File: src/rtl/vedic_pkg.sv
// vedic_pkg -- shared constants, helpers and stage record for the Vedic multiplier.
// Rev 1.0
`default_nettype none

package vedic_pkg;

  localparam int VMUL_LATENCY = 3;

  function automatic int half_w(input int width);
    return width / 2;
  endfunction

  // Control half of a pipeline stage; the tag travels in its own register
  // because its width is a parameter of the instantiating module.
  typedef struct packed {
    logic valid;
    logic negate;
  } stage_ctl_t;

endpackage

`default_nettype wire

File: src/rtl/vedic_mul_core.sv
// vedic_mul_core -- combinational unsigned N x N Vedic (Urdhva-Tiryagbhyam) multiplier.
// Rev 1.0
`default_nettype none

module vedic_mul_core
  import vedic_pkg::*;
#(
  parameter int N = 16
) (
  input  logic [N-1:0]   a,
  input  logic [N-1:0]   b,
  output logic [2*N-1:0] p
);

  if (N <= 4) begin : g_leaf
    assign p = {{N{1'b0}}, a} * {{N{1'b0}}, b};
  end else begin : g_split
    localparam int H = half_w(N);

    logic [N-1:0]   ll, hl, lh, hh;
    logic [2*N-1:0] x, y, z, s, c;

    vedic_mul_core #(.N(H)) u_ll (.a(a[H-1:0]), .b(b[H-1:0]), .p(ll));
    vedic_mul_core #(.N(H)) u_hl (.a(a[N-1:H]), .b(b[H-1:0]), .p(hl));
    vedic_mul_core #(.N(H)) u_lh (.a(a[H-1:0]), .b(b[N-1:H]), .p(lh));
    vedic_mul_core #(.N(H)) u_hh (.a(a[N-1:H]), .b(b[N-1:H]), .p(hh));

    // LL and HH never overlap, so they share one CSA input.
    assign x = {hh, ll};
    assign y = {{H{1'b0}}, hl, {H{1'b0}}};
    assign z = {{H{1'b0}}, lh, {H{1'b0}}};
    assign s = x ^ y ^ z;
    assign c = ((x & y) | (x & z) | (y & z)) << 1;
    assign p = s + c;
  end

endmodule

`default_nettype wire

File: src/rtl/vedic_mul_pipe.sv
// vedic_mul_pipe -- 3-stage pipelined signed/unsigned Vedic multiplier with valid/ready.
// Rev 1.0
`default_nettype none

module vedic_mul_pipe
  import vedic_pkg::*;
#(
  parameter int WIDTH = 32,
  parameter int TAG_W = 4
) (
  input  logic               clk,
  input  logic               rst,
  input  logic               in_valid,
  output logic               in_ready,
  input  logic [WIDTH-1:0]   in_a,
  input  logic [WIDTH-1:0]   in_b,
  input  logic               in_signed,
  input  logic [TAG_W-1:0]   in_tag,
  output logic               out_valid,
  input  logic               out_ready,
  output logic [2*WIDTH-1:0] out_p,
  output logic [TAG_W-1:0]   out_tag,
  output logic               busy
);

  localparam int H  = half_w(WIDTH);
  localparam int PW = 2 * WIDTH;

  stage_ctl_t       s1_ctl, s2_ctl, s3_ctl;
  logic [TAG_W-1:0] s1_tag, s2_tag, s3_tag;
  logic [WIDTH-1:0] s1_ma, s1_mb;
  logic [PW-1:0]    s2_sum, s2_carry, s3_p;

  logic             adv, accept, neg_a, neg_b;
  logic [WIDTH-1:0] mag_a, mag_b;
  logic [WIDTH-1:0] pp_ll, pp_hl, pp_lh, pp_hh;
  logic [PW-1:0]    t0, t1, t2, pp_sum, pp_carry, total, resolved;

  // The whole pipe freezes on backpressure; bubbles are never squeezed out.
  assign adv      = ~s3_ctl.valid | out_ready;
  assign in_ready = adv & ~rst;
  assign accept   = in_valid & in_ready;

  assign neg_a = in_signed & in_a[WIDTH-1];
  assign neg_b = in_signed & in_b[WIDTH-1];
  assign mag_a = neg_a ? -in_a : in_a;
  assign mag_b = neg_b ? -in_b : in_b;

  vedic_mul_core #(.N(H)) u_pp_ll (.a(s1_ma[H-1:0]),     .b(s1_mb[H-1:0]),     .p(pp_ll));
  vedic_mul_core #(.N(H)) u_pp_hl (.a(s1_ma[WIDTH-1:H]), .b(s1_mb[H-1:0]),     .p(pp_hl));
  vedic_mul_core #(.N(H)) u_pp_lh (.a(s1_ma[H-1:0]),     .b(s1_mb[WIDTH-1:H]), .p(pp_lh));
  vedic_mul_core #(.N(H)) u_pp_hh (.a(s1_ma[WIDTH-1:H]), .b(s1_mb[WIDTH-1:H]), .p(pp_hh));

  assign t0       = {pp_hh, pp_ll};
  assign t1       = {{H{1'b0}}, pp_hl, {H{1'b0}}};
  assign t2       = {{H{1'b0}}, pp_lh, {H{1'b0}}};
  assign pp_sum   = t0 ^ t1 ^ t2;
  assign pp_carry = (t0 & t1) | (t0 & t2) | (t1 & t2);

  assign total    = s2_sum + (s2_carry << 1);
  assign resolved = s2_ctl.negate ? -total : total;

  always_ff @(posedge clk) begin
    if (adv) begin
      s1_ma    <= mag_a;
      s1_mb    <= mag_b;
      s1_tag   <= in_tag;
      s2_sum   <= pp_sum;
      s2_carry <= pp_carry;
      s2_tag   <= s1_tag;
    end
  end

  // Output data loads only from a valid S2 entry so out_p never picks up
  // unreset S2 contents.
  always_ff @(posedge clk) begin
    if (rst) begin
      s1_ctl <= '0;
      s2_ctl <= '0;
      s3_ctl <= '0;
      s3_p   <= '0;
      s3_tag <= '0;
    end else if (adv) begin
      s1_ctl.valid  <= accept;
      s1_ctl.negate <= neg_a ^ neg_b;
      s2_ctl        <= s1_ctl;
      s3_ctl        <= s2_ctl;
      if (s2_ctl.valid) begin
        s3_p   <= resolved;
        s3_tag <= s2_tag;
      end
    end
  end

  assign out_valid = s3_ctl.valid;
  assign out_p     = s3_p;
  assign out_tag   = s3_tag;
  assign busy      = s1_ctl.valid | s2_ctl.valid | s3_ctl.valid;

endmodule

`default_nettype wire

File: config.mk
export PLATFORM = sky130hd
export DESIGN_NAME = vedic_mul_pipe
export DESIGN_NICKNAME = d
export VERILOG_FILES = /design/src/rtl/vedic_pkg.sv /design/src/rtl/vedic_mul_core.sv /design/src/rtl/vedic_mul_pipe.sv
export SDC_FILE = /design/constraint.sdc
export NUM_CORES = 2
export LEC_CHECK = 0
export ABC_AREA = 1
export ABC_CLOCK_PERIOD_IN_PS = 23100
export CORE_UTILIZATION = 70
export CTS_CLUSTER_SIZE = 24
export DETAILED_ROUTE_END_ITERATION = 10
export GPL_TIMING_DRIVEN = 0
export PLACE_DENSITY = 0.89
export RECOVER_POWER = 25
export SYNTH_ARGS = -nofsm -noshare
export SYNTH_HDL_FRONTEND = slang
export SYNTH_SLANG_ARGS = --single-unit
File: constraint.sdc
create_clock -name clk -period 23.1 [get_ports clk]
set_input_delay 4.62 -clock clk [delete_from_list [all_inputs] [get_ports clk]]
set_output_delay 4.62 -clock clk [all_outputs]
set_load 0.02 [all_outputs]
After elaboration in Yosys (flattened, before gate mapping)
Cells that the tools add are included.
Cells by class
  multipliers: 64
  bitwise gates (word level): 157
  multiplexer cells: 3
  reduce and logical (&&, ||, !) cells: 1
  $add $sub $neg: 24
Operators with widths (number)
  $mul A4 B4 Y8: 64
  $xor A16 B12 Y16: 32
  $and A15 B12 Y15: 32
  $add A16 B16 Y16: 16
  $xor A32 B24 Y32: 8
  $and A31 B24 Y31: 8
  $or A31 B31 Y31: 8
  $or A15 B12 Y15: 16
  $or A15 B15 Y15: 16
  $and A12 B12 Y12: 16
  $add A32 B32 Y32: 4
  $xor A64 B48 Y64: 2
  $and A63 B48 Y63: 2
  $and A24 B24 Y24: 4
  $add A64 B64 Y64: 1
  $mux W32: 2
  $mux W64: 1
  $neg A32 Y32: 2
  $neg A64 Y64: 1
  $or A63 B48 Y63: 1
  $or A63 B63 Y63: 1
  $and A48 B48 Y48: 1
  $and A1 B1 Y1: 4
  $or A1 B1 Y1: 3
  other kinds (3): 4
Word-level totals
  register bits: 272
  logic and storage cells: 262
  output and inout port bits: 71
  input port bits: 73

Longest topological paths before layout
  depth in word-level cells: 12
  depth in mapped cells: 42
  depth with buffers taken out: 41

Hierarchy
A second synthesis with hierarchy kept.
Unflattened totals
  cells, all modules: 9414
  area, all modules: 62982.9 um^2
By module, submodules not included
  vedic_mul_core (u_pp_hh.g_split.u_hh.g_split.u_hh ...): instances 45, area an instance 467.9 um^2, seq. area each 0.0 um^2, cells each 70
  vedic_mul_pipe: instances 1, area an instance 15167.0 um^2, seq. area each 6506.2 um^2, cells each 1961
  vedic_mul_core (u_pp_hl.g_split.u_hh.g_split.u_lh ...): instances 18, area an instance 462.9 um^2, seq. area each 0.0 um^2, cells each 70
  vedic_mul_core (u_pp_hh.g_split.u_hh ...): instances 12, area an instance 685.7 um^2, seq. area each 0.0 um^2, cells each 110
  vedic_mul_core (u_pp_hh ...): instances 2, area an instance 1752.9 um^2, seq. area each 0.0 um^2, cells each 305
  vedic_mul_core (u_pp_hl.g_split.u_hl ...): instances 4, area an instance 683.2 um^2, seq. area each 0.0 um^2, cells each 110
  vedic_mul_core (u_pp_lh): instances 1, area an instance 1749.2 um^2, seq. area each 0.0 um^2, cells each 298
  vedic_mul_core (u_pp_ll): instances 1, area an instance 1744.2 um^2, seq. area each 0.0 um^2, cells each 305
  vedic_mul_core (u_pp_hl.g_split.u_hh.g_split.u_hl): instances 1, area an instance 465.4 um^2, seq. area each 0.0 um^2, cells each 70

Least setup slack after synthesis
OpenSTA, ideal clock, no wires.
  path kind: input port to output port
  start point: in rst
  end point: out in_ready
  buffers on the path: 1
  slack: 13.365 ns
  arrival time: 5.115 ns
  required time: 18.480 ns
  stages: 2
  cells stage by stage: clkbuf_1 > nor2_1
On the way
  longest elaborated chain between the ends: 2
Ends and longest elaborated chain
  start: declaration: line vedic_mul_pipe.sv:12  | input logic rst,
  $not A1 Y1: line vedic_mul_pipe.sv:41  | assign in_ready = adv & ~rst;
  $and A1 B1 Y1: line vedic_mul_pipe.sv:41
  end: declaration: line vedic_mul_pipe.sv:14  | output logic in_ready,
No other way between the ends.

Worst setup path after layout
  start point: in out_ready
  end point: reg s1_ma[12], enable pin
On the way
  longest elaborated chain between the ends: 1
Ends and longest elaborated chain
  start: declaration: line vedic_mul_pipe.sv:20  | input logic out_ready,
  $or A1 B1 Y1: line vedic_mul_pipe.sv:40  | assign adv = ~s3_ctl.valid | out_ready;
  end signal: assignment: line vedic_mul_pipe.sv:65  | s1_ma <= mag_a;
  end: declaration: line vedic_mul_pipe.sv:31  | logic [WIDTH-1:0] s1_ma, s1_mb;
No other way between the ends.
A chain may end at the register's enable or synchronous reset.

==> impl_metrics.toml <==
[status]
outcome = "finished, violations left"
violations = "capacitance limit, slew limit"

[floorplanning]
die-width_microns = 286
rows = 103
start_util_pct = 71.2
design.die.area_sq_um = 82000
num_io_pins = 144
die_h_microns = 286
coreArea_sq_um = 79500

[global_routing]
antenna_found_initial = 10
grt_pass1_vias = 51800
track_usage_pct = 44.7
grt_pass1_wl_microns = 279000
grt_overflow = 0
grt_max_degree = 131

[routing]
drc = 0
wire_per_inst_microns = 20.1
ant_nets = 0
routed_wl_microns = 181000
firstDrtPassIters = 6
drt_iter0_markers = 4249
vias = 51400
vias_per_cell = 5.69

[job]
cap_viol_max_count = 2

[synth]
async_reset_ff_share_pct = 0
syn_area_sq_um = 56600
synth_edf_count = 168
synth.most_common_cell = "inv_1"
synth_area_leaders = "ha_1 (22%), fa_1 (18%), inv_1 (13%)"
yosysTopAreaCellShare_pct = 22.0
syn_nets = 9348
ys_seq_elements = 241
synthCells = 7779
syn-mean-instance-area_sq_um = 7.28
synth_commonest_cells = "inv_1 (1931), nand2_1 (1887), ha_1 (995)"
yosys_warnings = 0
synth_seq_area_share_pct = 11.5
ys_types = 50
yosysTopAreaCell = "ha_1"
synth_flop_cell = "edfxtp_1"

[clock_tree]
cts.repair.resized = 0
cts_buffer_depth = 3
post-cts-setup-buffers = 0
cts_hold_buf = 0
cts_tree = "built"
htreeDepth = 1
clkTransAtPathRegs_ns = 0.06
cts_buffers = 30
cts_sinks = 241
clock_latency_ns = 0.64
cts-root-buf = "clkbuf_16"

[timing]
max-slew-margin-rel_pct = -412
drv_slew = 174
worst_pin_slew_ns = 7.68
finalSetupTns_ns = 0
fin_crit_sh_pct = 52.1
grt_setup_unrepaired = "false"
period_minus_slack_ns = 12.02
max_freq_mhz = 83.2
hold_viol_final = 0
skew_ns = 0.0219
setup_viol = 0

[layout]
drive_gt1_share_pct = 1.80
syn2layout_area_growth_pct = 6.75
final_nets = 9524

[setup_path]
cp_max_fo = 130
critPathRequiredTime_ns = 23.11
critical_path_arrival_ns = 12.03
path_class = "in2reg"
startpoint_type = "input pin"
end_kind = "flip-flop"

[placement]
dp_hpwl_microns = 152000
gp_congestion = 1.04
port_buffers = 143

[worst_hold_path]
min_path_type = "reg2reg"
==> area by class of cell <==
class	instances	area [sq um]
plain buffers	225	858
inverters	1940	7280
flip-flops and latches	241	6510
repair buffers	144	1440
clock buffers	40	873
diodes	5	12.5
well taps	1050	1310
multi-input cells	5373	42000
clock inverters	16	185
fillers	6231	19100
==> metrics by stage <==
| step | setup slack, ns | utilization, % | instance area, sq um | hold WS (ns) | std cells |
|---|---|---|---|---|---|
| 2_1_floorplan | 13.37 | - | 56600 | 0.400 | 7779 |
| 3_3_place_gp | 12.10 | 74.6 | 59300 | 0.405 | 8972 |
| 3_5_place_dp | 12.10 | 74.7 | 59400 | 0.408 | 8973 |
| 4_1_cts | 12.09 | 76.0 | 60400 | 0.423 | 9029 |
| 5_1_grt | 10.59 | 76.0 | 60400 | 0.434 | 9029 |
| 6_report | 11.08 | 76.0 | 60400 | 0.421 | 9034 |
==> state kept, by name, indices dropped and copies added, names as in the netlist, 2 cells and up <==
name / cells
s2_tag: 4
out_tag: 4
s1_mb: 32
s2_carry: 32
s2_ctl: 2
out_p: 64
s2_sum: 64
s1_tag: 4
s1_ma: 32
s1_ctl: 2
==> worst max-delay path, cell delays in order <==
cell	delay, ns
dlygate4sd3_1	0.53
nor2_1	0.13
clkinvlp_2	1.16
clkbuf_1	5.41
==> cells in the final DEF (no fill, tap or decap), types with 6 or more instances in the layout <==
cell / instances
a211oi_1: 12
a21o_1: 7
a21oi_1: 363
a31oi_1: 27
and2_1: 21
clkbuf_1: 222
clkbuf_16: 33
clkdlybuf4s50_1: 122
dfxtp_1: 73
dlygate4sd3_1: 21
edfxtp_1: 168
fa_1: 501
ha_1: 995
inv_1: 1931
inv_2: 6
nand2_1: 1887
nand2_2: 33
nand3_1: 235
nand3_2: 8
nand3b_1: 19
nand4_1: 37
nor2_1: 340
nor2_2: 24
nor3_1: 24
nor4_1: 6
o211ai_1: 17
o21ai_0: 143
o21ai_1: 8
o21bai_1: 22
o221ai_1: 35
o31ai_1: 6
xnor2_1: 245
xor2_1: 329
==> worst paths after layout <==
path                 to  cells after the start  slack (ns)      start
max reg2reg  s2_sum[31]                     42       13.17   s1_ma[1]
min           s2_tag[2]                      0        0.42  s1_tag[2]
min reg2reg   s2_tag[2]                      0        0.42  s1_tag[2]
max           s1_ma[12]                      4       11.08  out_ready
==> cell families (layout without fill, tap and decap cells) <==
kind of cell,count (synthesis),count (layout),share of synthesized area (%)
XOR/XNOR,574,574,8.88
flip-flops,241,241,11.5
other,0,5,0
adder cells (fa/ha/maj),1496,1496,39.7
AO/OA/AOI/OAI,652,652,6.40
AND/OR/NAND/NOR,2651,2651,19.1
buffers and inverters,2165,2365,14.4
==> metal layers <==
metal	GRT usage [%]	part of all wire, %	vias up
li1	-	-	24000
met2	73.4	44	2536
met1	50.9	36	24000
met4	32.5	8.8	14
met3	10.5	11	825
met5	0	0.044	-
Power is left out: the tool's default activity adds up to more than one toggle a clock period on the data nets, which glitch-free logic cannot reach.
